===== config.mk =====
export PLATFORM = sky130hd
export DESIGN_NAME = seq_div
export DESIGN_NICKNAME = d
export VERILOG_FILES = /design/src/rtl/seq_div_pkg.sv /design/src/rtl/div_step.sv /design/src/rtl/seq_div.sv
export SDC_FILE = /design/constraint.sdc
export NUM_CORES = 1
export LEC_CHECK = 0
export ABC_AREA = 0
export ABC_CLOCK_PERIOD_IN_PS = 3990
export CORE_MARGIN = 4
export CORE_UTILIZATION = 45
export CTS_BUF_LIST = sky130_fd_sc_hd__clkbuf_4 sky130_fd_sc_hd__clkbuf_8
export DETAILED_ROUTE_END_ITERATION = 8
export PLACE_DENSITY = 0.73
export SLEW_MARGIN = 20
export SYNTH_ARGS = -nofsm -noshare
export SYNTH_HDL_FRONTEND = slang
export SYNTH_SLANG_ARGS = --single-unit
export TNS_END_PERCENT = 20

===== constraint.sdc =====
create_clock -name clk -period 3.99 [get_ports clk]
set_clock_uncertainty 0.2 [all_clocks]
set_input_delay 0.399 -clock clk [delete_from_list [all_inputs] [get_ports clk]]
set_output_delay 0.399 -clock clk [all_outputs]
set_load 0.05 [all_outputs]

===== src/rtl/seq_div_pkg.sv =====
// Shared definitions for the sequential restoring divider: default width,
// FSM state encoding and the saturated quotient constant.
package seq_div_pkg;

  localparam int unsigned DefaultDw = 16;

  // Quotient reported for divide-by-zero and overflow results.
  localparam logic [DefaultDw-1:0] QuotAllOnes = '1;

  typedef enum logic [1:0] {
    StIdle,
    StRun,
    StDone
  } state_e;

endpackage


===== src/rtl/div_step.sv =====
// One restoring-division step: shift in a dividend bit, compare against the
// divisor and conditionally subtract.
module div_step #(
  parameter int unsigned DW = 16
) (
  input  logic [DW-1:0] rem_i,
  input  logic          bit_i,
  input  logic [DW-1:0] divisor_i,
  output logic [DW-1:0] rem_o,
  output logic          q_o
);

  logic [DW:0] r_ext;

  always_comb begin
    r_ext = {rem_i, bit_i};
    q_o   = (r_ext >= {1'b0, divisor_i});
    // rem_i < divisor guarantees the result fits in DW bits, so the low DW
    // bits of the subtraction are the whole answer.
    rem_o = q_o ? (r_ext[DW-1:0] - divisor_i) : r_ext[DW-1:0];
  end

endmodule


===== src/rtl/seq_div.sv =====
// Sequential unsigned 2*DW / DW divider, one quotient bit per clock, with
// divide-by-zero and quotient-overflow detection up front.
module seq_div
  import seq_div_pkg::*;
#(
  parameter int unsigned DW = DefaultDw
) (
  input  logic            clk,
  input  logic            rst,
  input  logic            start,
  input  logic [2*DW-1:0] dividend,
  input  logic [DW-1:0]   divisor,
  output logic            busy,
  output logic            done,
  output logic [DW-1:0]   quotient,
  output logic [DW-1:0]   remainder,
  output logic            div_zero,
  output logic            ovf
);

  localparam int unsigned CntW = (DW > 1) ? $clog2(DW) : 1;
  localparam logic [DW-1:0] QuotOnes = {DW{QuotAllOnes[0]}};

  state_e          state_q, state_d;
  logic [DW-1:0]   dlo_q, dlo_d;
  logic [DW-1:0]   divisor_q, divisor_d;
  logic [DW-1:0]   rem_q, rem_d;
  logic [DW-1:0]   quot_q, quot_d;
  logic [CntW-1:0] cnt_q, cnt_d;
  logic            div_zero_q, div_zero_d;
  logic            ovf_q, ovf_d;

  logic [DW-1:0]   step_rem;
  logic            step_q;

  div_step #(
    .DW(DW)
  ) u_div_step (
    .rem_i    (rem_q),
    .bit_i    (dlo_q[cnt_q]),
    .divisor_i(divisor_q),
    .rem_o    (step_rem),
    .q_o      (step_q)
  );

  always_comb begin
    state_d    = state_q;
    dlo_d      = dlo_q;
    divisor_d  = divisor_q;
    rem_d      = rem_q;
    quot_d     = quot_q;
    cnt_d      = cnt_q;
    div_zero_d = div_zero_q;
    ovf_d      = ovf_q;

    unique case (state_q)
      StIdle: begin
        if (start) begin
          dlo_d      = dividend[DW-1:0];
          divisor_d  = divisor;
          quot_d     = '0;
          rem_d      = '0;
          cnt_d      = '0;
          div_zero_d = 1'b0;
          ovf_d      = 1'b0;
          if (divisor == '0) begin
            div_zero_d = 1'b1;
            quot_d     = QuotOnes;
            rem_d      = dividend[DW-1:0];
            state_d    = StDone;
          end else if (dividend[2*DW-1:DW] >= divisor) begin
            // Upper half already >= divisor: quotient would need DW+1 bits.
            ovf_d   = 1'b1;
            quot_d  = QuotOnes;
            state_d = StDone;
          end else begin
            rem_d   = dividend[2*DW-1:DW];
            cnt_d   = CntW'(DW - 1);
            state_d = StRun;
          end
        end
      end
      StRun: begin
        rem_d  = step_rem;
        quot_d = {quot_q[DW-2:0], step_q};
        if (cnt_q == '0) begin
          state_d = StDone;
        end else begin
          cnt_d = cnt_q - 1'b1;
        end
      end
      StDone: begin
        state_d = StIdle;
      end
      default: begin
        state_d = StIdle;
      end
    endcase
  end

  always_ff @(posedge clk or posedge rst) begin
    if (rst) begin
      state_q    <= StIdle;
      dlo_q      <= '0;
      divisor_q  <= '0;
      rem_q      <= '0;
      quot_q     <= '0;
      cnt_q      <= '0;
      div_zero_q <= 1'b0;
      ovf_q      <= 1'b0;
    end else begin
      state_q    <= state_d;
      dlo_q      <= dlo_d;
      divisor_q  <= divisor_d;
      rem_q      <= rem_d;
      quot_q     <= quot_d;
      cnt_q      <= cnt_d;
      div_zero_q <= div_zero_d;
      ovf_q      <= ovf_d;
    end
  end

  assign busy      = (state_q != StIdle);
  assign done      = (state_q == StDone);
  assign quotient  = quot_q;
  assign remainder = rem_q;
  assign div_zero  = div_zero_q;
  assign ovf       = ovf_q;

endmodule


==> results.md <==
- Vias in the first global route: 4133
- Ant. Diodes: 0
- Hold buffers post-CTS: 0
- Max cap viols: 0
- Die area: 12100 µm²
- Initial antenna violation count: 0
- Pin count of the biggest net entering global routing: 64
- Fraction of layout cells with a size suffix above 1: 8.07%
- Detailed Route WL: 13200 µm
- Most common cell in the netlist: nand2_1
- Bufs on Longest Clock Path: 2
- Total Neg Setup Slack: 0 ps
- WL/cell: 17.0 µm
- Worst Path Buf+Inv: 2
- Crit-path max FO: 5
- Most common flop cell mapped by yosys: dfrtp_1
- Via/cell ratio: 5.60
- Net count after synthesis: 642
- Post-DRT Antenna Nets: 0
- Total power: 0.00582 W
- Syn_area_per_cell: 8.37 µm²
- Ranking of synthesized cells by area: dfrtp_1, nand2_1, ha_1
- Die width: 110 µm
- TritonRoute pass-1 iters: 5
- CTS clk-pin slew, worst paths: 80 ps
- Yosys top cell by area: dfrtp_1
- IO Port Bufs: 86
- Crit start category: flop
- Total GRT Usage: 22.8%
- Max H-tree Level: 3
- Worst vdd ir: 0.000435 V
- Min-delay worst type: in2async
- Cell Pwr Density: 997 nW/µm²
- Yosys cell types: 61
- Nets@finish: 724
- DR vias: 4350
- Num CTS Buffers: 9
- Crit path required time: 4000 ps
- Site Rows: 36
- Slew @ Worst Pin: 885 ps
- Crit-path max cell delay: 530 ps
- Minimum clock period: 3810 ps
- Area share of the largest cell type after synthesis: 38.6%
- DRC: 0
- Max stage delay cell, worst path: mux4_2
- Status: finished, final reports clean
- Layout area overhead: 25.2%
- Die Y: 110 µm
- GPL Wtd Cong: 0.899
- Final Setup Violations: 0
- Max Slew Vio Count: 0
- I/O pin cnt: 87
- Crit-path cells: mux4_2 > mux4_2 > inv_1 > ha_1 > inv_1 > fa_2 > a21o_1 > a22o_1 > o211a_1 > o21a_1 > or3_1 > nand3_1 > a41oi_1
- Core Area: 9950 µm²
- Fmax achieved: 263 MHz
- Synthesis warning total: 0
- Final Hold Violating Endpoints: 0
- Kind of critical path: reg2reg
- WP data arrival: 3820 ps
- EDFF count, synth: 0
- Lkg Pwr: 2.59 nW
- Dpl hpwl: 10200 µm
- Fin crit share: 95.4%
- Syn Std Cell Area: 4660 µm²
- Post-synthesis sequential area ratio: 38.6%
- First-pass GRT wire length: 21100 µm
- Synth cell count leaders: nand2_1, dfrtp_1, nor2_1, o21ai_0, inv_1
- Synth Register Bits: 72
- CTS Sinks: 72
- Global route overflow: 0
- DR iter-0 viols: 288
- Worst skew pair latency: 350 ps
- Relative slew slack: 40.8%
- Root Driver: clkbuf_8
- Top cell family by delay on the critical path: multiplexers
- Fraction of registers with async set/reset: 100%
- Unrepaired setup endpoints after global routing: false
- CTS tree: yes
- Crit. End Element: flop
- Cell count after synthesis: 557
- Starting Density: 46.9%
## sequential cells by signal (all words and copies together) (netlist names)
| signal | count |
|---|---|
| dlo_q | 16 |
| divisor_q | 16 |
| ovf | 1 |
| state_q | 2 |
| quotient | 16 |
| remainder | 16 |
| cnt_q | 4 |
| div_zero | 1 |
## cell usage in the layout, fill, tap and decap left out, types with 7 or more instances in the layout
master           netlist  layout
nand2_1              120     120
clkdlybuf4s50_1        0      86
dfrtp_1               72      71
nor2_1                54      54
o21ai_0               44      44
inv_1                 42      41
ha_1                  33      33
a21oi_1               17      17
o31ai_1               15      15
buf_4                  1      12
a31oi_1               10      10
o21a_1                10      10
clkbuf_8               0       9
nand3_1                8       8
xnor2_1                7       7
## routing by layer
layer,track usage (%),wire (µm)
met2,36.2,6110
met1,31.7,6030
met3,3.46,822
met5,0,0
met4,8.01,212
## final timing paths
kind / startpoint / endpoint / slack [ps] / cells past startpoint
worst max register to register: cnt_q[0]$_DFFE_PP0P_ / remainder[12]$_DFFE_PP0P_ / 180 / 13
min in group clk: dlo_q[2]$_DFFE_PP0P_ / dlo_q[2]$_DFFE_PP0P_ / 280 / 2
worst min register to register: dlo_q[2]$_DFFE_PP0P_ / dlo_q[2]$_DFFE_PP0P_ / 280 / 2
worst min-delay path: rst / dlo_q[10]$_DFFE_PP0P_ / 200 / 2
max in group asynchronous: rst / divisor_q[7]$_DFFE_PP0P_ / 2660 / 3
worst max-delay path: cnt_q[0]$_DFFE_PP0P_ / remainder[12]$_DFFE_PP0P_ / 180 / 13
## timing repair
action | in CTS | in global routing
resized for setup | 1 | 1
cloned | 0 | 0
pin swaps | 0 | 1
endpoints found under the setup margin | 1 | 2
setup buffers | 0 | 2
## kinds of logic after synthesis
logic type,share of synthesized area [%]
AOI/OAI and AO/OA,20.9
DFF,38.6
xor gates and xnor gates,1.88
buffers and inverters,6.06
and+or+nand+nor,20.2
adders and majority gates,9.28
muxes,3.11
## area by class of cell
type	count	area (µm²)
clock inverter	6	43.8
sequential	72	1800
tap	133	166
multi-input combinational	416	2590
clock buffer	10	131
fill	892	4120
timing repair buffer	98	951
inverter	42	158
## report_power, final
group          internal, W  total (W)  switching, W
Combinational      0.00150    0.00390       0.00240
Clock             0.000235   0.000531      0.000296
Sequential         0.00110    0.00139      0.000293
Total              0.00284    0.00582       0.00299
## per-stage QoR
step / util, % / std cells / setup WS [ps] / hold WS [ps] / instance area [µm²]
2_1_floorplan: - / 557 / 160 / 240 / 4660
3_3_place_gp: 56.7 / 759 / 87.6 / 257 / 5650
3_5_place_dp: 56.7 / 759 / 30.9 / 262 / 5650
4_1_cts: 58.5 / 775 / 97.7 / 202 / 5820
5_1_grt: 58.7 / 777 / 10.1 / 226 / 5840
6_report: 58.7 / 777 / 184 / 200 / 5840
(Power assumes the default switching activity.)
